==> config.mk <==
export PLATFORM = sky130hd
export DESIGN_NAME = usb_cmd_ctrl
export DESIGN_NICKNAME = d
export VERILOG_FILES = /design/src/rtl/usb_cmd_pkg.sv /design/src/rtl/usb_cmd_timeout.sv /design/src/rtl/usb_cmd_ctrl.sv
export SDC_FILE = /design/constraint.sdc
export NUM_CORES = 1
export LEC_CHECK = 0
export CORE_MARGIN = 1
export CORE_UTILIZATION = 30
export CTS_BUF_LIST = sky130_fd_sc_hd__clkbuf_4
export CTS_CLUSTER_SIZE = 14
export DETAILED_ROUTE_END_ITERATION = 10
export GPL_TIMING_DRIVEN = 0
export PLACE_DENSITY = 0.6
export SYNTH_ARGS = -nofsm -noshare
export SYNTH_HDL_FRONTEND = slang
export SYNTH_SLANG_ARGS = --single-unit
==> constraint.sdc <==
create_clock -name i_clk -period 2.8 [get_ports i_clk]
set_input_delay 0.7 -clock i_clk [delete_from_list [all_inputs] [get_ports i_clk]]
set_output_delay 0.7 -clock i_clk [all_outputs]
set_load 0.02 [all_outputs]
==> src/rtl/usb_cmd_pkg.sv <==
// Shared constants, FSM state encoding and configuration record for the USB command controller.
package usb_cmd_pkg;

  localparam logic [7:0] SYNC_BYTE   = 8'hA5;
  localparam logic [7:0] OP_STATE    = 8'h01;
  localparam logic [7:0] OP_FREQ     = 8'h02;
  localparam logic [7:0] OP_AMP      = 8'h03;
  localparam logic [7:0] OP_PHASE    = 8'h04;
  localparam logic [7:0] OP_COMMIT   = 8'h05;
  localparam logic [7:0] OP_DEFAULTS = 8'h06;

  localparam logic [7:0] RSP_ACK     = 8'h06;
  localparam logic [7:0] NAK_CHK     = 8'h15;
  localparam logic [7:0] NAK_ARG     = 8'h1A;

  typedef enum logic [2:0] {
    IDLE, GET_OP, GET_D1, GET_D0, GET_CHK, EXEC, RESP
  } fsm_t;

  typedef struct packed {
    logic [4:0]  state;
    logic [11:0] freq;
    logic [2:0]  amp;
    logic [7:0]  phase;
  } cfg_t;

endpackage

==> src/rtl/usb_cmd_timeout.sv <==
// Inter-byte gap counter: counts while enabled, expires after TIMEOUT_CYC cycles without a clear.
// o_expire is combinational and lands on the edge that completes the TIMEOUT_CYC-th idle cycle.
module usb_cmd_timeout #(
  parameter int unsigned TIMEOUT_CYC = 500000
) (
  input  logic i_clk,
  input  logic i_rst_n,
  input  logic i_clr,
  input  logic i_en,
  output logic o_expire
);

  localparam int W = (TIMEOUT_CYC > 2) ? $clog2(TIMEOUT_CYC) : 1;

  logic [W-1:0] r_cnt;

  assign o_expire = i_en && !i_clr && (r_cnt == W'(TIMEOUT_CYC - 1));

  always_ff @(posedge i_clk) begin
    if (!i_rst_n) begin
      r_cnt <= '0;
    end else if (i_clr || o_expire) begin
      r_cnt <= '0;
    end else if (i_en) begin
      r_cnt <= r_cnt + W'(1);
    end
  end

endmodule

==> src/rtl/usb_cmd_ctrl.sv <==
// Frames 5-byte host commands into shadow config, commits atomically, answers with ACK/NAK.
// Result appears one cycle after the CHK byte; rx is back-pressured until the response is taken.
module usb_cmd_ctrl
  import usb_cmd_pkg::*;
#(
  parameter int unsigned TIMEOUT_CYC = 500000,
  parameter logic [4:0]  DEF_STATE   = 5'd0,
  parameter logic [11:0] DEF_FREQ    = 12'd1,
  parameter logic [2:0]  DEF_AMP     = 3'd7,
  parameter logic [7:0]  DEF_PHASE   = 8'd0
) (
  input  logic        i_clk,
  input  logic        i_rst_n,
  input  logic [7:0]  i_rx_data,
  input  logic        i_rx_valid,
  output logic        o_rx_ready,
  output logic [7:0]  o_tx_data,
  output logic        o_tx_valid,
  input  logic        i_tx_ready,
  output logic [4:0]  o_state,
  output logic [11:0] o_state_freq,
  output logic [2:0]  o_state_amp,
  output logic [7:0]  o_state_phase,
  output logic        o_cfg_upd,
  output logic [7:0]  o_err_cnt
);

  localparam cfg_t DEF_CFG = {DEF_STATE, DEF_FREQ, DEF_AMP, DEF_PHASE};

  fsm_t       r_fsm, w_fsm_nxt;
  cfg_t       r_shadow, r_active, w_shadow_nxt, w_active_nxt;
  logic [7:0] r_op, r_d1, r_d0, r_chk;
  logic [7:0] r_tx_data, w_tx_dat_nxt, r_err_cnt;
  logic       r_tx_valid, w_tx_vld_nxt, r_cfg_upd, w_upd, w_err_inc, w_nak_arg;
  logic       w_in_get, w_acc, w_expire;

  assign w_in_get   = r_fsm inside {GET_OP, GET_D1, GET_D0, GET_CHK};
  assign o_rx_ready = i_rst_n && (w_in_get || r_fsm == IDLE);
  assign w_acc      = i_rx_valid && o_rx_ready;

  usb_cmd_timeout #(.TIMEOUT_CYC(TIMEOUT_CYC)) u_timeout (
    .i_clk    (i_clk),
    .i_rst_n  (i_rst_n),
    .i_clr    (w_acc || !w_in_get),
    .i_en     (w_in_get),
    .o_expire (w_expire)
  );

  always_comb begin
    w_fsm_nxt    = r_fsm;
    w_shadow_nxt = r_shadow;
    w_active_nxt = r_active;
    w_tx_dat_nxt = r_tx_data;
    w_tx_vld_nxt = r_tx_valid;
    w_upd        = 1'b0;
    w_err_inc    = 1'b0;
    w_nak_arg    = 1'b0;
    case (r_fsm)
      IDLE:    if (w_acc && i_rx_data == SYNC_BYTE) w_fsm_nxt = GET_OP;
      GET_OP, GET_D1, GET_D0, GET_CHK: begin
        if (w_expire) begin
          w_fsm_nxt = IDLE;
          w_err_inc = 1'b1;
        end else if (w_acc) begin
          w_fsm_nxt = fsm_t'(r_fsm + 3'd1);
        end
      end
      EXEC: begin
        w_fsm_nxt    = RESP;
        w_tx_vld_nxt = 1'b1;
        w_tx_dat_nxt = RSP_ACK;
        if (r_chk != (r_op ^ r_d1 ^ r_d0)) begin
          w_tx_dat_nxt = NAK_CHK;
          w_err_inc    = 1'b1;
        end else begin
          case (r_op)
            OP_STATE:  if (r_d0[7:5] == 3'd0) w_shadow_nxt.state = r_d0[4:0]; else w_nak_arg = 1'b1;
            OP_FREQ:   if (r_d1[7:4] == 4'd0) w_shadow_nxt.freq = {r_d1[3:0], r_d0}; else w_nak_arg = 1'b1;
            OP_AMP:    if (r_d0[7:3] == 5'd0) w_shadow_nxt.amp = r_d0[2:0]; else w_nak_arg = 1'b1;
            OP_PHASE:  w_shadow_nxt.phase = r_d0;
            OP_COMMIT: begin
              w_active_nxt = r_shadow;
              w_upd        = 1'b1;
            end
            OP_DEFAULTS: begin
              w_shadow_nxt = DEF_CFG;
              w_active_nxt = DEF_CFG;
              w_upd        = 1'b1;
            end
            default:   w_nak_arg = 1'b1;
          endcase
          if (w_nak_arg) begin
            w_shadow_nxt = r_shadow;
            w_tx_dat_nxt = NAK_ARG;
            w_err_inc    = 1'b1;
          end
        end
      end
      RESP: begin
        if (i_tx_ready) begin
          w_fsm_nxt    = IDLE;
          w_tx_vld_nxt = 1'b0;
        end
      end
      default: w_fsm_nxt = IDLE;
    endcase
  end

  always_ff @(posedge i_clk) begin
    if (!i_rst_n) r_fsm <= IDLE;
    else          r_fsm <= w_fsm_nxt;
  end

  always_ff @(posedge i_clk) begin
    if (!i_rst_n) begin
      r_shadow   <= DEF_CFG;
      r_active   <= DEF_CFG;
      r_tx_data  <= 8'h00;
      r_tx_valid <= 1'b0;
      r_cfg_upd  <= 1'b0;
      r_err_cnt  <= 8'h00;
      r_op       <= 8'h00;
      r_d1       <= 8'h00;
      r_d0       <= 8'h00;
      r_chk      <= 8'h00;
    end else begin
      r_shadow   <= w_shadow_nxt;
      r_active   <= w_active_nxt;
      r_tx_data  <= w_tx_dat_nxt;
      r_tx_valid <= w_tx_vld_nxt;
      r_cfg_upd  <= w_upd;
      if (w_err_inc && r_err_cnt != 8'hFF) r_err_cnt <= r_err_cnt + 8'd1;
      if (w_acc) begin
        case (r_fsm)
          GET_OP:  r_op  <= i_rx_data;
          GET_D1:  r_d1  <= i_rx_data;
          GET_D0:  r_d0  <= i_rx_data;
          GET_CHK: r_chk <= i_rx_data;
          default: ;
        endcase
      end
    end
  end

  assign o_tx_data     = r_tx_data;
  assign o_tx_valid    = r_tx_valid;
  assign o_cfg_upd     = r_cfg_upd;
  assign o_err_cnt     = r_err_cnt;
  assign o_state       = r_active.state;
  assign o_state_freq  = r_active.freq;
  assign o_state_amp   = r_active.amp;
  assign o_state_phase = r_active.phase;

endmodule

==> impl_metrics.json <==
{
  "maxSlewViolCount": 0,
  "vias": 4382,
  "relSlewSlack_pct": 18.9,
  "p_seq_share_pct": 59.2,
  "max_clock_freq_mhz": 370,
  "final-seq-area_um2": 2510,
  "synth_top_family_by_area": "simple AND/OR/NAND/NOR gates",
  "clkPwrFrac_pct": 35.9,
  "yosys.cell_count.top_type": "dfxtp_1",
  "async_flop_share_pct": 0,
  "rows": 48,
  "holdWs_ns": 0.453,
  "route.detailed.drc": 0,
  "setup_viol": 0,
  "syn_area_um2": 5360,
  "antenna_left": 0,
  "initial_utilization_pct": 30.9,
  "synth_commonest_cells": "dfxtp_1, nand2_1, a21oi_1",
  "start_kind": "flip-flop",
  "grt_pass1_wl_um": 21400,
  "synth_area_leaders": "dfxtp_1, nand2_1, mux2i_1",
  "skew_ns": 0.0218,
  "clk_pin_slew_ns": 0.12,
  "clk_path_buf_depth": 2,
  "power.internal_mw": 2.21,
  "hold_buffers": 0,
  "combPwrFrac_pct": 5.0,
  "cp.arrival_ns": 3.17,
  "hold_viol": 0,
  "cts_sinks": 125,
  "final.period_utilization_pct": 96.6,
  "critPathMaxStageDelay_ns": 0.51,
  "drv_cap": 0,
  "critPathSlowestCell": "or4_1",
  "grt_max_degree": 17,
  "synthXorXnorAreaFrac_pct": 6.87,
  "muxShareOfSynthArea_pct": 5.42,
  "grt_pass1_vias": 4270,
  "antenna_found_initial": 0,
  "status": "finished, final reports clean",
  "syn2layout_area_growth_pct": 22.1,
  "cts_made_buffers": 17,
  "postLayoutCoreUtil_pct": 37.7,
  "drt_iter0_markers": 156,
  "synthCells": 597,
  "critPathKind": "reg -> reg",
  "power_density_nw_per_um2": 461,
  "synth-compound-area-share_pct": 13.6,
  "synth_largest_area_cell": "dfxtp_1",
  "max-vdd-ir-drop_mv": 0.226,
  "stdcell_count": 911,
  "grt_use_total_pct": 14.8,
  "synth_edf_count": 0,
  "synth-simple-area-share_pct": 21.8,
  "layout_setup_ws_ns": 0.0949,
  "grt.overflow.total": 0,
  "dieArea_um2": 18400,
  "io_pins": 59,
  "yosysSeqAreaShare_pct": 46.7,
  "p_switching_mw": 0.813,
  "hold_class": "reg -> reg",
  "clk-insertion-delay-late_ns": 0.53,
  "tns_ns": 0,
  "synth_top_area_share_pct": 46.7,
  "synth.ff_latch_count": 125,
  "crit_chain": "inv_1, ha_4, o21ba_1, o311a_1, buf_6, nor4_4, and4b_2, or4_1, a21oi_1",
  "hpwl_um": 9590,
  "root_buffer": "clkbuf_4",
  "synth_flop_cell": "dfxtp_1",
  "swShare_pct": 26.9,
  "wl_per_cell_um": 14.3,
  "dp.cells": 878,
  "dpl_worst_slack_ns": -0.523,
  "totalWireLength_um": 13000,
  "synthAdderAreaFrac_pct": 1.63,
  "cts_tree": "yes",
  "ys_warn_count": 0,
  "h-tree-depth": 4,
  "via_per_inst": 4.81,
  "drtPass1Iterations": 4,
  "fin_nets": 692,
  "syn_area_per_cell_um2": 8.97,
  "rsz0062_at_grt": "yes",
  "coreArea_um2": 17400,
  "cp.required_ns": 3.26,
  "fill_cells": 1776,
  "multi_input_area_um2": 2720,
  "synth.distinct_cells": 56,
  "diodes": 0,
  "port_buffers": 54,
  "gp_congestion": 0.808,
  "cp-end-kind": "flip-flop",
  "die_height_um": 136,
  "die_w_um": 136,
  "period_needed_ns": 2.71,
  "leakagePower_nw": 2.33,
  "final_layout_size_suffix_gt1_share_pct": 11.5,
  "cp_max_fo": 10,
  "tightest_slew_ns": 1.21
}
## power groups by stage
stage	combinational, mW	clock [mW]	sequential, mW
finish	0.150	1.08	1.79
CTS	0.146	1.12	1.79
global placement	0.145	0	1.83
floorplan	0.0847	0	1.83
global route	0.164	1.19	1.79
detailed placement	0.146	0	1.83
## cells by family after synthesis
logic type / after synthesis
other: 1
AOI/OAI and AO/OA: 110
and+or+nand+nor: 235
adders and majority gates: 7
DFF: 125
xor gates and xnor gates: 42
buffers and inverters: 48
muxes: 29
## registers in the layout, indices dropped and copies added (netlist names)
| name | flops |
|---|---|
| r_d1 | 8 |
| u_timeout.r_cnt | 19 |
| r_op | 8 |
| o_err_cnt | 8 |
| r_chk | 8 |
| o_state_phase | 8 |
| r_d0 | 8 |
| o_tx_data | 5 |
| o_state | 5 |
| o_state_amp | 3 |
| o_state_freq | 12 |
| o_tx_valid | 1 |
| o_cfg_upd | 1 |
| r_shadow | 28 |
| r_fsm | 3 |
## timing repair
item | 4_1_cts | 5_1_grt
resized for setup | 17 | 28
pin swaps | 1 | 3
buffers inserted | 0 | 2
endpoints found under the setup margin | 13 | 40
## final cells by class
type	instances	area share, %
tap	225	4.30
clock inverter	13	1.43
timing repair buffer	56	8.41
sequential	125	38.4
inverter	12	0.765
multi-input combinational	426	41.6
buffer	35	2.89
clock buffer	19	2.18
## layout by cell type, fill, tap and decap left out, drive strengths merged, types with 10 or more instances in the layout
cell             n
nor2            34
nand2          109
buf             19
nand3           23
a22o            24
clkdlybuf4s50   53
mux2i           29
xor2            19
inv             14
a21oi           51
dfxtp          125
clkbuf          38
nor3            13
xnor2           23
nor4            10
## stage by stage
step | instance area [um2] | total power, mW
detailed placement | 6190 | 1.97
floorplan | 5370 | 1.91
finish | 6540 | 3.02
global route | 6540 | 3.15
global placement | 6190 | 1.97
CTS | 6450 | 3.05
## worst max-delay path: cells and delay by family (launching register included)
family,cells,cell delay (ns)
simple gates,3,1.17
buf+inv,2,0.24
flops,1,0.40
fa+ha+maj,1,0.19
compound gates,3,0.63
## routing by layer
metal / GRT usage, % / vias to the layer above / routed length (um) / share of wire (%)
met5: 0 / - / 0 / 0
met4: 4.37 / 0 / 111 / 0.85
met3: 4.04 / 10 / 482 / 3.7
met2: 25.3 / 69 / 6430 / 49
met1: 18.1 / 2061 / 5980 / 46
li1: - / 2242 / - / -
## final timing paths
| path | cells after the start | endpoint | from | slack (ns) |
|---|---|---|---|---|
| worst max-delay path | 9 | o_err_cnt[3] | r_fsm[0] | 0.09 |
| worst min-delay path | 2 | o_state_amp[2] | o_state_amp[2] | 0.45 |
| worst max register to register | 9 | o_err_cnt[3] | r_fsm[0] | 0.09 |
| worst min register to register | 2 | o_state_amp[2] | o_state_amp[2] | 0.45 |
Note: power is estimated with default switching activity, not from simulation.
